--- src/rtl/qa_driver_sreg_rsp_sched_pkg.sv ---
// Shared types for the SREG read sequencer: address type, FSM states, DSM response line layout.
// The optional response timeout is selected with QA_SREG_TIMEOUT_EN.
package qa_driver_csr_types;

  localparam int unsigned SREG_ADDR_W = 32;
  localparam int unsigned LINE_W      = 512;
  localparam int unsigned RSP_DATA_W  = 64;
  localparam int unsigned DSM_ADDR_W  = 64;
  localparam int unsigned TIMER_W     = 16;
  localparam int unsigned DROP_CNT_W  = 16;

  typedef logic [SREG_ADDR_W-1:0] t_sreg_addr;

  typedef enum logic [2:0] {
    IDLE,
    REQ,
    WAIT_RSP,
    WRITE,
    WAIT_ACK
  } t_sreg_rsp_state;

  // Packed MSB-first: address sits at bits [96+:SREG_ADDR_W], value at [63:0].
  typedef struct packed {
    logic [LINE_W-96-SREG_ADDR_W-1:0] rsvd_hi;
    t_sreg_addr                       addr;
    logic [29:0]                      rsvd_mid;
    logic                             timeout;
    logic                             valid;
    logic [RSP_DATA_W-1:0]            value;
  } t_sreg_rsp_line;

  localparam logic [RSP_DATA_W-1:0] SREG_TIMEOUT_DATA = 64'hDEAD_DEAD_DEAD_DEAD;

  function automatic t_sreg_rsp_line make_rsp_line(logic [RSP_DATA_W-1:0] value,
                                                   logic timeout, t_sreg_addr addr);
    t_sreg_rsp_line line;
    line         = '0;
    line.value   = value;
    line.valid   = 1'b1;
    line.timeout = timeout;
    line.addr    = addr;
    return line;
  endfunction

endpackage

--- src/rtl/qa_driver_sreg_rsp_sched_if.sv ---
// CSR trigger, SREG source and c1 write channel signals of the SREG read sequencer.
interface qa_driver_sreg_rsp_sched_if;
  import qa_driver_csr_types::*;

  logic                    sreg_rd_strobe;
  t_sreg_addr              sreg_rd_addr;
  logic [DSM_ADDR_W-1:0]   dsm_base;
  logic                    dsm_base_valid;
  logic                    sreg_req_valid;
  t_sreg_addr              sreg_req_addr;
  logic                    sreg_rsp_valid;
  logic [RSP_DATA_W-1:0]   sreg_rsp_data;
  logic                    wr_valid;
  logic [DSM_ADDR_W-1:0]   wr_addr;
  logic [LINE_W-1:0]       wr_data;
  logic                    wr_almost_full;
  logic                    wr_ack;
  logic                    busy;
  logic [DROP_CNT_W-1:0]   drop_cnt;

  modport master (
    input  sreg_rd_strobe, sreg_rd_addr, dsm_base, dsm_base_valid,
    input  sreg_rsp_valid, sreg_rsp_data, wr_almost_full, wr_ack,
    output sreg_req_valid, sreg_req_addr, wr_valid, wr_addr, wr_data, busy, drop_cnt
  );

  modport slave (
    output sreg_rd_strobe, sreg_rd_addr, dsm_base, dsm_base_valid,
    output sreg_rsp_valid, sreg_rsp_data, wr_almost_full, wr_ack,
    input  sreg_req_valid, sreg_req_addr, wr_valid, wr_addr, wr_data, busy, drop_cnt
  );

endinterface

--- src/rtl/qa_driver_sreg_rsp_sched.sv ---
// Sequences one SREG fetch per CSR strobe and posts the value as a DSM line write.
// Define QA_SREG_TIMEOUT_EN to enable the response timeout (TIMEOUT_CYCLES).
module qa_driver_sreg_rsp_sched
  import qa_driver_csr_types::*;
#(
  parameter int unsigned DSM_SREG_OFFSET = 1
`ifdef QA_SREG_TIMEOUT_EN
  , parameter int unsigned TIMEOUT_CYCLES = 1024
`endif
) (
  input logic                         clk,
  input logic                         reset_n,
  qa_driver_sreg_rsp_sched_if.master  bus
);

  t_sreg_rsp_state state;
  logic            pend_valid;
  t_sreg_addr      pend_addr;

  logic                  strobe_queued;
  logic                  pend_free;
  logic                  pend_fill;
  logic                  pend_drop;
  logic                  pend_nx;
  logic                  wr_ok;
  logic [DSM_ADDR_W-1:0] wr_addr_nx;

`ifdef QA_SREG_TIMEOUT_EN
  logic [TIMER_W-1:0] timer;
`endif

  // A strobe queues whenever it cannot start directly; the slot frees in the IDLE consume cycle.
  assign strobe_queued = bus.sreg_rd_strobe && ((state != IDLE) || pend_valid);
  assign pend_free     = !pend_valid || (state == IDLE);
  assign pend_fill     = strobe_queued && pend_free;
  assign pend_drop     = strobe_queued && !pend_free;
  assign pend_nx       = pend_fill || (pend_valid && (state != IDLE));
  assign wr_ok         = bus.dsm_base_valid && !bus.wr_almost_full;
  assign wr_addr_nx    = bus.dsm_base + DSM_ADDR_W'(DSM_SREG_OFFSET);

  always_ff @(posedge clk) begin
    if (!reset_n) begin
      state              <= IDLE;
      pend_valid         <= 1'b0;
      pend_addr          <= '0;
      bus.sreg_req_valid <= 1'b0;
      bus.sreg_req_addr  <= '0;
      bus.wr_valid       <= 1'b0;
      bus.wr_addr        <= '0;
      bus.wr_data        <= '0;
      bus.busy           <= 1'b0;
      bus.drop_cnt       <= '0;
`ifdef QA_SREG_TIMEOUT_EN
      timer              <= '0;
`endif
    end else begin
      bus.sreg_req_valid <= 1'b0;

      if (pend_fill) begin
        pend_valid <= 1'b1;
        pend_addr  <= bus.sreg_rd_addr;
      end else if (state == IDLE) begin
        pend_valid <= 1'b0;
      end

      if (pend_drop && (bus.drop_cnt != '1)) begin
        bus.drop_cnt <= bus.drop_cnt + DROP_CNT_W'(1);
      end

      case (state)
        IDLE: begin
          if (pend_valid || bus.sreg_rd_strobe) begin
            state              <= REQ;
            bus.sreg_req_valid <= 1'b1;
            bus.sreg_req_addr  <= pend_valid ? pend_addr : bus.sreg_rd_addr;
            bus.busy           <= 1'b1;
`ifdef QA_SREG_TIMEOUT_EN
            timer              <= '0;
`endif
          end else begin
            bus.busy <= 1'b0;
          end
        end

        REQ: begin
          state <= WAIT_RSP;
`ifdef QA_SREG_TIMEOUT_EN
          timer <= timer + TIMER_W'(1);
`endif
        end

        // Write is launched straight from the response cycle when the channel is free.
        WAIT_RSP: begin
          if (bus.sreg_rsp_valid) begin
            state       <= WRITE;
            bus.wr_data <= LINE_W'(make_rsp_line(bus.sreg_rsp_data, 1'b0, bus.sreg_req_addr));
            if (wr_ok) begin
              bus.wr_valid <= 1'b1;
              bus.wr_addr  <= wr_addr_nx;
            end
`ifdef QA_SREG_TIMEOUT_EN
          end else if (timer == TIMER_W'(TIMEOUT_CYCLES - 1)) begin
            state       <= WRITE;
            bus.wr_data <= LINE_W'(make_rsp_line(SREG_TIMEOUT_DATA, 1'b1, bus.sreg_req_addr));
            if (wr_ok) begin
              bus.wr_valid <= 1'b1;
              bus.wr_addr  <= wr_addr_nx;
            end
          end else begin
            timer <= timer + TIMER_W'(1);
`endif
          end
        end

        WRITE: begin
          if (bus.wr_valid) begin
            bus.wr_valid <= 1'b0;
            state        <= WAIT_ACK;
          end else if (wr_ok) begin
            bus.wr_valid <= 1'b1;
            bus.wr_addr  <= wr_addr_nx;
          end
        end

        WAIT_ACK: begin
          if (bus.wr_ack) begin
            state             <= IDLE;
            bus.sreg_req_addr <= '0;
            bus.busy          <= pend_nx;
          end
        end

        default: state <= IDLE;
      endcase
    end
  end

endmodule
--- src/flat_wrapper.sv ---
// flat-port wrapper written by rule: the top's interface ports become plain ports
module qa_driver_sreg_rsp_sched_flat import qa_driver_csr_types::*;
#(
  parameter int unsigned DSM_SREG_OFFSET = 1

)
  (clk, reset_n, bus_sreg_rd_strobe, bus_sreg_rd_addr, bus_dsm_base, bus_dsm_base_valid, bus_sreg_rsp_valid, bus_sreg_rsp_data, bus_wr_almost_full, bus_wr_ack, bus_sreg_req_valid, bus_sreg_req_addr, bus_wr_valid, bus_wr_addr, bus_wr_data, bus_busy, bus_drop_cnt);
  qa_driver_sreg_rsp_sched_if bus_i ();
  input logic clk;
  input logic reset_n;
  input wire logic [$bits(bus_i.sreg_rd_strobe)-1:0] bus_sreg_rd_strobe;
  input wire logic [$bits(bus_i.sreg_rd_addr)-1:0] bus_sreg_rd_addr;
  input wire logic [$bits(bus_i.dsm_base)-1:0] bus_dsm_base;
  input wire logic [$bits(bus_i.dsm_base_valid)-1:0] bus_dsm_base_valid;
  input wire logic [$bits(bus_i.sreg_rsp_valid)-1:0] bus_sreg_rsp_valid;
  input wire logic [$bits(bus_i.sreg_rsp_data)-1:0] bus_sreg_rsp_data;
  input wire logic [$bits(bus_i.wr_almost_full)-1:0] bus_wr_almost_full;
  input wire logic [$bits(bus_i.wr_ack)-1:0] bus_wr_ack;
  output wire logic [$bits(bus_i.sreg_req_valid)-1:0] bus_sreg_req_valid;
  output wire logic [$bits(bus_i.sreg_req_addr)-1:0] bus_sreg_req_addr;
  output wire logic [$bits(bus_i.wr_valid)-1:0] bus_wr_valid;
  output wire logic [$bits(bus_i.wr_addr)-1:0] bus_wr_addr;
  output wire logic [$bits(bus_i.wr_data)-1:0] bus_wr_data;
  output wire logic [$bits(bus_i.busy)-1:0] bus_busy;
  output wire logic [$bits(bus_i.drop_cnt)-1:0] bus_drop_cnt;
  assign bus_i.sreg_rd_strobe = bus_sreg_rd_strobe;
  assign bus_i.sreg_rd_addr = bus_sreg_rd_addr;
  assign bus_i.dsm_base = bus_dsm_base;
  assign bus_i.dsm_base_valid = bus_dsm_base_valid;
  assign bus_i.sreg_rsp_valid = bus_sreg_rsp_valid;
  assign bus_i.sreg_rsp_data = bus_sreg_rsp_data;
  assign bus_i.wr_almost_full = bus_wr_almost_full;
  assign bus_i.wr_ack = bus_wr_ack;
  assign bus_sreg_req_valid = bus_i.sreg_req_valid;
  assign bus_sreg_req_addr = bus_i.sreg_req_addr;
  assign bus_wr_valid = bus_i.wr_valid;
  assign bus_wr_addr = bus_i.wr_addr;
  assign bus_wr_data = bus_i.wr_data;
  assign bus_busy = bus_i.busy;
  assign bus_drop_cnt = bus_i.drop_cnt;
  qa_driver_sreg_rsp_sched #(.DSM_SREG_OFFSET(DSM_SREG_OFFSET)) u_core (.clk(clk), .reset_n(reset_n), .bus(bus_i));
endmodule
--- config.mk ---
export PLATFORM = sky130hd
export DESIGN_NAME = qa_driver_sreg_rsp_sched_flat
export DESIGN_NICKNAME = d
export VERILOG_FILES = /design/src/rtl/qa_driver_sreg_rsp_sched_pkg.sv /design/src/rtl/qa_driver_sreg_rsp_sched_if.sv /design/src/rtl/qa_driver_sreg_rsp_sched.sv /design/src/flat_wrapper.sv
export SDC_FILE = /design/constraint.sdc
export NUM_CORES = 1
export LEC_CHECK = 0
export CORE_AREA = 5 5 306 308
export CTS_CLUSTER_SIZE = 20
export DETAILED_ROUTE_END_ITERATION = 16
export DIE_AREA = 0 0 311 313
export PLACE_DENSITY = 0.41
export RECOVER_POWER = 50
export SLEW_MARGIN = 20
export SYNTH_ARGS = -nofsm -noshare
export SYNTH_HDL_FRONTEND = slang
export SYNTH_SLANG_ARGS = --single-unit
--- constraint.sdc ---
create_clock -name clk -period 2.4 [get_ports clk]
set_clock_uncertainty 0.05 [all_clocks]
set_input_delay 0.48 -clock clk [delete_from_list [all_inputs] [get_ports clk]]
set_output_delay 0.48 -clock clk [all_outputs]
set_load 0.005 [all_outputs]
## Yosys cells after proc, flatten, opt, wreduce, memory -nomap -nowiden

Index checks and enable logic that the tools add are counted.

| word-level totals | value |
|---|---|
| register bits after elaboration | 248 |
| bits of input ports | 167 |
| output and inout bits | 627 |
| logic and storage cells | 71 |

| operators by class | value |
|---|---|
| add/sub/neg operators | 2 |
| equality and inequality tests | 11 |
| muxes and demuxes | 23 |
| reduce and logical (&&, ||, !) cells | 25 |

Operators with widths:

| kind | number |
|---|---|
| 64-bit two-way mux | 3 |
| 64-bit case mux with 2 select lines | 1 |
| 32-bit two-way mux | 3 |
| 64-bit by 1-bit adder with 64-bit output, second input constant | 1 |
| 32-bit case mux with 2 select lines | 1 |
| 16-bit by 1-bit adder with 16-bit output, second input constant | 1 |
| 16-bit inequality test, second input constant | 1 |
| 3-bit case mux with 5 select lines | 1 |
| 3-bit two-way mux | 4 |
| 3-bit AND reduction | 3 |
| 1-bit two-way mux | 8 |
| 2-bit inequality test, second input constant | 4 |
| 3-bit by 2-bit equality test with 1-bit output, second input constant | 2 |
| 1-bit logical AND | 6 |
| 2-bit AND reduction | 3 |
| 2-bit nonzero test | 3 |
| 1-bit logical OR | 4 |
| 2-bit by 1-bit inequality test with 1-bit output, second input constant | 2 |
| 1-bit case mux with 2 select lines | 2 |
| 4-bit AND reduction | 1 |
| 3-bit by 1-bit equality test with 1-bit output, second input constant | 1 |
| 3-bit equality test, second input constant | 1 |
| 1-bit zero test | 3 |
| 3-bit zero test | 1 |
| 3-bit nonzero test | 1 |

## Longest topological paths before layout

Gate-level depths: netlist (run 1).

| depth | value |
|---|---|
| word-level depth | 7 |
| gate-level depth with buffers | 9 |
| mapped depth without buffers | 6 |

## Worst setup path after synthesis (run 1)

OpenSTA, ideal clock, no wires.

| path | value |
|---|---|
| kind | in2reg |
| from | input bus_dsm_base[0] |
| to | register u_core.bus.wr_addr[60] |
| setup time | 0.074 ns |
| arrival time | 2.122 ns |
| data required time | 2.276 ns |
| setup slack | 0.154 ns |
| stages | 7 |
| buffers on the path | 1 |
| cell sequence | ha_1 -> nand3_1 -> nor3_2 -> nand3_1 -> clkbuf_1 -> or4_1 -> a31oi_1 |

| on the way | value |
|---|---|
| longest elaborated chain between the ends | 4 |
| elaborated cells between the ends (all ways) | 5 |
| classes of those cells | add/sub (1); mux (4) |

RTL lines:

| item | line | RTL |
|---|---|---|
| start: declaration | flat_wrapper.sv:13 | `input wire logic [$bits(bus_i.dsm_base)-1:0] bus_dsm_base;` |
| 64-bit by 1-bit adder with 64-bit output (*) | qa_driver_sreg_rsp_sched.sv:39 | `assign wr_addr_nx = bus.dsm_base + DSM_ADDR_W'(DSM_SREG_OFFSET);` |
| 64-bit two-way mux (*) | qa_driver_sreg_rsp_sched.sv:97, qa_driver_sreg_rsp_sched.sv:119 |  |
| 64-bit two-way mux, on equally long branches | qa_driver_sreg_rsp_sched.sv:116, qa_driver_sreg_rsp_sched.sv:94 |  |
| 64-bit case mux with 2 select lines (*) | qa_driver_sreg_rsp_sched.sv:70 | `case (state)` |
| end signal: assignment | qa_driver_sreg_rsp_sched.sv:99 | `bus.wr_addr <= wr_addr_nx;` |
| end signal: assignment | qa_driver_sreg_rsp_sched.sv:121 | `bus.wr_addr <= wr_addr_nx;` |
| end: declaration | qa_driver_sreg_rsp_sched_if.sv:24 | `output sreg_req_valid, sreg_req_addr, wr_valid, wr_addr, wr_data, busy, drop_cnt` |

Mark *: on every way between the ends. The rest lies on a longest branch, timed or not. The select of a mux whose other input is x is not followed.
A chain may end at the register's enable or synchronous reset.

## Worst setup path in the final report (run 1)

| path | value |
|---|---|
| from | input bus_dsm_base[56] |
| to | register u_core.bus.wr_addr[63] |

Same word-level chain as after synthesis.

==> metrics.txt, run 1 <==
status finished clean; final hold viol count 0; startpoint types input port; total grt overflow 0; Fin Hold WS ~0.37 ns; Clock Power Share 46.2%; Seq pwr share 37.6%; final period utilization about 94%; Hold WC Path Type in2reg; Syn Inst Count between 1500 and 2000; Sw Share approximately 27%; FMAX between 400 and 500 MHz; final core occ between 20% and 30%; number of synthesized flops with an enable pin 0; R2R setup slack ~0.23 ns; Die W around 310 um; initial antenna violation count 2; Static Leak 7.835 nW; Ports ~790; die area approximately 100000 um^2; Gates resized, CTS repair 0; CP bufs+invs 1; core footprint just over 90000 um^2; Max FO, Critical Path 4; GRT Overall Usage ~9.8%; worst r2r dst u_core.pend_addr[9]; post-synth top area share 36.46%; cell taking the most area after synthesis dfxtp_1; hold_sp reset_n; row cnt around 110; DP HPWL 40440 um; setup bufs post-CTS 0; largest net degree at the start of global routing 98; Sw Pwr 0.003217 W; final setup violation count 0; minimum clock period 2.254 ns; drt total wl 51680 um; Clock Sinks 248; die height 313 um; Slew HR between 40% and 50%; Max Cap Viol 0; total number of vias 11570; Worst Tran Pin Value 0.8731 ns; Finished Layout Cells between 3000 and 4000; vias per cell 3.441; CP peak stage delay between 0.6 and 0.7 ns; Crit. End Element flop; Antenna Violating Nets Remaining 0; synth top area cells dfxtp_1 (36%), buf_4 (23%), nand2_1 (6.2%); #FFs+latches synth 248; CP Class in2reg; Initial Utilization roughly 15%; CP max stage cell or4b_2; cell internal pwr roughly 0.0087 W; Routability Congestion about 0.78; cells along the critical path clkdlybuf4s50_1, nand4_1, nor2_1, or4b_2, or4_1, a31oi_1; number of global-route vias before repair about 11000; maximum vdd drop ~0.35 mV; first-pass GRT wire length about 73000 um; CTS buffer count 35; final net count about 2300; WP data arrival between 2 and 3 ns; Clock Path Buffers 3; dpl cells 3300; wire per inst about 15 um; Endpoint, Worst Hold u_core.pend_addr[20]; Pwr Density slightly above 600 nW/um^2; Seq/Total Area, Yosys a little over a third; CTS H-tree lvls 2; R2R depth 7; RR Startpoint u_core.state[2]; CTS root buffer clkbuf_16; Syn Area/Cell around 8.1 um^2; CTS hold repair buffers 0; Port-buffer cells between 300 and 400; CP delay by family, top simple AND/OR/NAND/NOR gates; Cell Area, Placed 18340 um^2; router iterations before antenna repair 5; Slew Limit Fails 0; WHS Path Cells 3; DRC Markers 0; RSZ-0062 raised after global routing false; drt initial violations 530; Comb power frac ~16%; Main synth FF type dfxtp_1; Reg clk slew, reported paths 0.06 ns; Skew-Pair Late Insertion Delay approximately 0.54 ns; share of layout cells above drive strength 1 roughly 9.9%; synthesized area between 10000 and 15000 um^2; CTS tree built; Synth top cells by count buf_4 (415), dfxtp_1 (248), nand2_1 (225); top-count cell post-synth buf_4; Syn-to-layout area delta 43.10%; Yosys cell types 44; filler cell count roughly 10000; final instance area slightly below 20000 um^2; Power Total about 0.012 W; async set-or-reset flop fraction in the synthesized netlist 0%; Worst Path Required ~2.8 ns; synth warn 0
[kinds of logic (layout without fill, tap and decap cells)]
family                   Yosys count  in the layout  synth area share (%)
multiplexers                      70             70                 5.145
other                              1            417               0.02754
AO/OA/AOI/OAI                    276            276                 11.37
adder cells (fa/ha/maj)            2              2                0.1837
XOR/XNOR                          47             47                 3.023
flip-flops                       248            248                 36.46
AND/OR/NAND/NOR                  519            519                 18.16
buffers and inverters            512            597                 25.63
[routing by layer]
layer / track usage, % / routed length (um) / part of all wire, % / vias up
met3: 3.934 / 4710 / 9.1 / 53
li1: - / - / - / 5806
met1: 12.00 / 21270 / 41 / 5319
met2: 16.20 / 24700 / 48 / 391
met5: 0 / 0 / 0 / -
met4: 2.280 / 1003 / 1.9 / 0
[sequential cells by signal (all words and copies together), names as in the netlist]
register,cells
u_core.bus.wr_data,97
u_core.state,3
u_core.bus.drop_cnt,16
u_core.bus.wr_valid,1
u_core.pend_valid,1
u_core.bus.sreg_req_addr,32
u_core.bus.busy,1
u_core.bus.wr_addr,64
u_core.bus.sreg_req_valid,1
u_core.pend_addr,32
[worst reg2reg max path, stage by stage, from the launching register on]
cell	delay, ns
dfxtp_1	0.32
clkbuf_1	0.22
nor3_1	0.40
xnor2_1	0.12
nand2_2	0.07
buf_4	0.50
mux2i_1	0.32
nor2_1	0.05
[worst max path at each step]
stage	startpoint	endpoint	slack (ns)	depth (start not counted)
4_1_cts	u_core.bus.drop_cnt[10]	bus_drop_cnt[10]	0.06	1
3_3_place_gp	bus_dsm_base[56]	u_core.bus.wr_addr[63]	-0.47	6
2_1_floorplan	bus_dsm_base[0]	u_core.bus.wr_addr[60]	0.15	7
3_5_place_dp	bus_dsm_base[56]	u_core.bus.wr_addr[63]	-0.45	6
6_report	bus_dsm_base[56]	u_core.bus.wr_addr[63]	0.15	6
5_1_grt	bus_dsm_base[56]	u_core.bus.wr_addr[63]	0.01	6
[power groups by stage]
stage	clock network [W]	registers, W	logic, W
after global placement	0	0.00457	0.00197
after floorplan	0	0.00455	0.00135
final	0.00550	0.00448	0.00192
after CTS	0.00578	0.00448	0.00198
after detailed placement	0	0.00457	0.00197
after global routing	0.00592	0.00451	0.00213
[final cells by class]
class	count	area [um^2]	share of cell area, %
Clock inverter	11	172.7	0.8860
Inverter	7	33.78	0.1734
Timing Repair Buffer	530	5062	25.98
Tap cell	1186	1484	7.615
Clock buffer	49	1030	5.284
Antenna cell	2	5.005	0.02568
Multi-Input combinational cell	1329	6734	34.56
Sequential cell	248	4966	25.48
[per-stage QoR]
stage / TNS [ns] / worst slack (ns)
floorplan: 0 / 0.1538
global placement: -11.62 / -0.4731
detailed placement: -11.67 / -0.4527
CTS: 0 / 0.06412
global route: 0 / 0.01192
finish: 0 / 0.1460
[cell usage in the layout, fill, tap and decap left out, types with 26 or more instances in the layout]
cell,count
conb_1,415
a31oi_1,26
nor2_1,116
a21oi_1,149
dlygate4sd3_1,60
dfxtp_1,247
nor3_1,37
buf_4,127
mux2i_1,70
nand4_1,29
xor2_1,30
clkbuf_16,36
o21ai_0,50
a211oi_1,27
nand2_1,224
clkdlybuf4s50_1,317
Power figures use the tool's default switching activity.
==> run 2, diff against run 1 <==
GPL_ROUTABILITY_DRIVEN = 0   (was unset)
==> results of run 2 <==
Final layout, timing and power as in run 1 (identical DEF).
==> patch 1: new RTL, flow settings as in run 1 <==
Set the package constant `SREG_ADDR_W` to 64 (it was 32).
--- a/src/rtl/qa_driver_sreg_rsp_sched_pkg.sv
+++ b/src/rtl/qa_driver_sreg_rsp_sched_pkg.sv
@@ -4,3 +4,3 @@
 
-  localparam int unsigned SREG_ADDR_W = 32;
+  localparam int unsigned SREG_ADDR_W = 64;
   localparam int unsigned LINE_W      = 512;
Ports: changed (resized bus_sreg_rd_addr and bus_sreg_req_addr); port bits go from 794 to 858. No check against the original RTL was run, so the function may have changed too.
==> patch 1 against run 1 <==
Synthesized area rose by 27%; sequential cell count rose by 96; highest routed layer is now met5; setup slack got worse by 63 ps; wire length rose by 27%; cell count rose by 20%; cell area rose by 28%; power rose by 32%.
==> patch 1: results (changes against run 1) <==
| Metric | Value |
|---|---|
| Top Metal Used | `met5 (was met4)` |
| First-pass GRT wire length | `96500 um (was 73200 um)` |
| NetSw | `4410 uW (was 3220 uW)` |
| Status | `finished clean (unchanged)` |
| Total CTS buffers | `46 (was 35)` |
| Slowest-stage cell, CP | `or4_1 (was or4b_2)` |
| Met1 wire length | `29000 um (was 21300 um)` |
| Post-synth top cells | `421 x nand2_1, 384 x buf_4, 344 x dfxtp_1 (was 415 x buf_4, 248 x dfxtp_1, 225 x nand2_1)` |
| Worst Setup SP | `bus_dsm_base[8] (was bus_dsm_base[56])` |
| Sequential fraction of the synthesis area | `0.399 (was 0.365)` |
| IO buf count | `474 (was 378)` |
| Synth cell types | `57 (was 44)` |
| Post-synth top area share | `0.399 (was 0.365)` |
| Pre-CTS setup slack | `-651 ps (was -453 ps)` |
| Routed wire length | `65600 um (was 51700 um)` |
| GRT Resource Usage Total | `0.126 (was 0.0980)` |
| Max reg flops | `129 (was 97)` |
| Worst VDD drop | `0.000493 V (was 0.000346 V)` |
| WL met2 | `30400 um (was 24700 um)` |
| Worst slew pin tran | `639 ps (was 873 ps)` |
| Clock group power | `6790 uW (was 5500 uW)` |
| Nets | `3001 (was 2320)` |
| Via Count | `15629 (was 11569)` |
| Leakage power | `0.00961 uW (was 0.00783 uW)` |
| # fillers | `9944 (was 10135)` |
==> patch 1: final cells by class <==
cell class                      count  share of cell area
Clock inverter                     12             0.00548
Inverter                            5             0.00106
Timing Repair Buffer              696               0.266
Sequential cell                   344               0.277
Clock buffer                       70              0.0543
Antenna cell                        1            0.000101
Multi-Input combinational cell   1707               0.337
Tap cell                         1186              0.0596
==> patch 1: per-stage QoR <==
step	cells	setup TNS, ps	area [um^2]
final	4021	0	24900
after floorplan	2578	0	18700
after global routing	4021	0	24900
after detailed placement	3938	-16210	23500
after CTS	4020	0	25000
after global placement	3938	-16480	23500
==> patch 1: final timing paths <==
kind | endpoint | slack (ps) | cells after the start
setup / recovery | u_core.bus.wr_addr[59] | 80 | 6
hold / removal | u_core.pend_valid | 320 | 3
setup reg to reg | u_core.bus.drop_cnt[15] | 220 | 6
hold reg to reg | u_core.bus.wr_data[59] | 400 | 2
==> patch 1: cells by family after synthesis <==
family                   Yosys count  share of synthesized area
other                              1                   0.000217
adder cells (fa/ha/maj)            2                    0.00145
flip-flops                       344                      0.399
AND/OR/NAND/NOR                  796                      0.207
XOR/XNOR                          60                     0.0304
multiplexers                      70                     0.0406
AO/OA/AOI/OAI                    396                      0.122
buffers and inverters            527                      0.199
==> patch 1: per-layer routing <==
| metal | global-route usage | up-vias |
|---|---|---|
| li1 | - | 7875 |
| met1 | 0.163 | 7193 |
| met2 | 0.206 | 486 |
| met3 | 0.0404 | 71 |
| met4 | 0.0298 | 4 |
| met5 | 0 | - |
==> patch 1: worst min-delay path: stages <==
cell and delay, ps:
buf_2 150, inv_8 110, nor2_1 130
==> patch 2: new RTL, flow settings as in run 1 <==
Without the edit above. Encoding of `t_sreg_rsp_state`: now Gray code (3 bits for 5 states).
--- a/src/rtl/qa_driver_sreg_rsp_sched_pkg.sv
+++ b/src/rtl/qa_driver_sreg_rsp_sched_pkg.sv
@@ -14,7 +14,7 @@
   typedef enum logic [2:0] {
-    IDLE,
-    REQ,
-    WAIT_RSP,
-    WRITE,
-    WAIT_ACK
+    IDLE     = 3'b000,
+    REQ      = 3'b001,
+    WAIT_RSP = 3'b011,
+    WRITE    = 3'b010,
+    WAIT_ACK = 3'b110
   } t_sreg_rsp_state;
Behaviour: same outputs for any inputs over 4 cycles, from zero or initial values and one cycle with reset_n low; so few cycles prove little.
==> patch 2 against run 1 <==
Wire length shrank 1.3%; die area is the same; setup slack gained 21 ps; synthesized area grew 0.75%; sequential share of layout area is essentially flat; cell count grew 0.89%; cell area is essentially flat; power shrank 3.2%; critical path depth shrank 5; highest routed layer is now met5; sequential cell count is the same; core utilization is essentially flat; largest cell class unchanged.
==> patch 2: results (changes against run 1) <==
| Metric | Value |
|---|---|
| Hold EP | `u_core.bus.wr_addr[38] (was u_core.pend_addr[20])` |
| Post-synthesis adder-cell area fraction | `0.00255 (was 0.00184)` |
| Pre-CTS setup slack | `-402 ps (was -453 ps)` |
| Iteration-0 DRC Markers | `498 (was 530)` |
| Syn Inst Count | `1702 (was 1675)` |
| Nets | `2350 (was 2320)` |
| Worst VDD drop | `0.000426 V (was 0.000346 V)` |
| Layout cells sized above 1 | `0.101 (was 0.0989)` |
| Max Fanout on Critical Path | `5 (was 4)` |
| Multiplexer area fraction after synthesis | `0.0474 (was 0.0515)` |
| Sequential fraction of the synthesis area | `0.362 (was 0.365)` |
| Compound-Gate Fraction of Synth Area | `0.116 (was 0.114)` |
| Slowest-stage cell, CP | `clkdlybuf4s50_1 (was or4b_2)` |
| Gpl congestion | `0.783 (was 0.782)` |
| Synth cell types | `49 (was 44)` |
| Delay-heaviest family, CP | `buffers and inverters (was simple AND/OR/NAND/NOR gates)` |
| Total iterations of the first detailed-routing run | `4 (was 5)` |
| Leakage power | `0.00777 uW (was 0.00783 uW)` |
| Vias in the first global route | `11141 (was 10795)` |
| Status | `finished clean (unchanged)` |
| DP HPWL | `39600 um (was 40400 um)` |
| Largest net degree at the start of global routing | `86 (was 98)` |
| First-pass GRT wire length | `73400 um (was 73200 um)` |
| Total CTS buffers | `36 (was 35)` |
| GRT Resource Usage Total | `0.0963 (was 0.0980)` |
| Post-synthesis xor/xnor area fraction | `0.0274 (was 0.0302)` |
| Hold WS | `267 ps (was 374 ps)` |
| Placed cell count | `3329 (was 3300)` |
| Synth area leaders | `dfxtp_1 36%, buf_4 23%, nand2_1 6.1%, a21oi_1 5.6%, mux2i_1 4.7% (was dfxtp_1 36%, buf_4 23%, nand2_1 6.2%, a21oi_1 5.5%, mux2i_1 5.1%)` |
| Initial antenna violation count | `7 (was 2)` |
| CP Data Arrival Time | `1700 ps (was 2650 ps)` |
| Worst slew pin tran | `832 ps (was 873 ps)` |
==> patch 2: cell count changes in the layout (fill, tap and decap cells not counted), moves of 5 or more <==
cell      delta
or4_1        -7
xor2_1       -6
mux2i_1      -5
nand3_1     +13
buf_12       -5
nor3_1      +11
o31ai_1      -7
a21oi_1      +5
clkbuf_4     +5
or3_1       +12
o21ai_1      +5
nor4_1       +5
==> patch 2: power breakdown <==
part	leakage (uW)	internal, uW	switching, uW	total [uW]
clock	0.000585	3340	2090	5420
combinational	0.00517	814	874	1690
sequential	0.00201	4300	115	4410
total	0.00777	8450	3070	11500
==> patch 2: through the flow <==
step	instance area [um^2]	setup TNS, ps	total power [uW]
2_1_floorplan	15300	0	5700
3_3_place_gp	18400	-10390	6230
3_5_place_dp	18400	-10500	6220
4_1_cts	19600	0	11800
5_1_grt	19500	0	12100
6_report	19500	0	11500
==> patch 2: how the worst max path moves through the flow <==
stage / from / to / cells after the start
detailed placement: bus_dsm_base[0] / u_core.bus.wr_addr[44] / 9
floorplan: bus_dsm_base[0] / u_core.bus.wr_addr[60] / 8
global placement: bus_dsm_base[0] / u_core.bus.wr_addr[44] / 9
finish: u_core.bus.wr_valid / bus_wr_valid / 1
global route: bus_dsm_base[0] / u_core.bus.wr_addr[44] / 9
CTS: u_core.bus.drop_cnt[0] / bus_drop_cnt[0] / 2
==> patch 2: cells by family after synthesis <==
kind of cell	Yosys count
AO/OA/AOI/OAI	283
adder cells (fa/ha/maj)	3
XOR/XNOR	43
buffers and inverters	517
flip-flops	248
AND/OR/NAND/NOR	542
other	1
multiplexers	65
==> patch 2: routing by layer <==
| layer | vias up | track usage | wire length [um] |
|---|---|---|---|
| li1 | 5924 | - | - |
| met1 | 5426 | 0.119 | 21500 |
| met2 | 414 | 0.166 | 24800 |
| met3 | 53 | 0.0282 | 3810 |
| met4 | 4 | 0.0228 | 838 |
| met5 | - | 0 | 27 |
==> patch 2: cell type report <==
type / count / share of cell area
Multi-Input combinational cell: 1351 / 0.348
Timing Repair Buffer: 536 / 0.258
Clock inverter: 11 / 0.00744
Antenna cell: 1 / 0.000128
Tap cell: 1186 / 0.0761
Inverter: 8 / 0.00193
Sequential cell: 248 / 0.255
Clock buffer: 51 / 0.0533
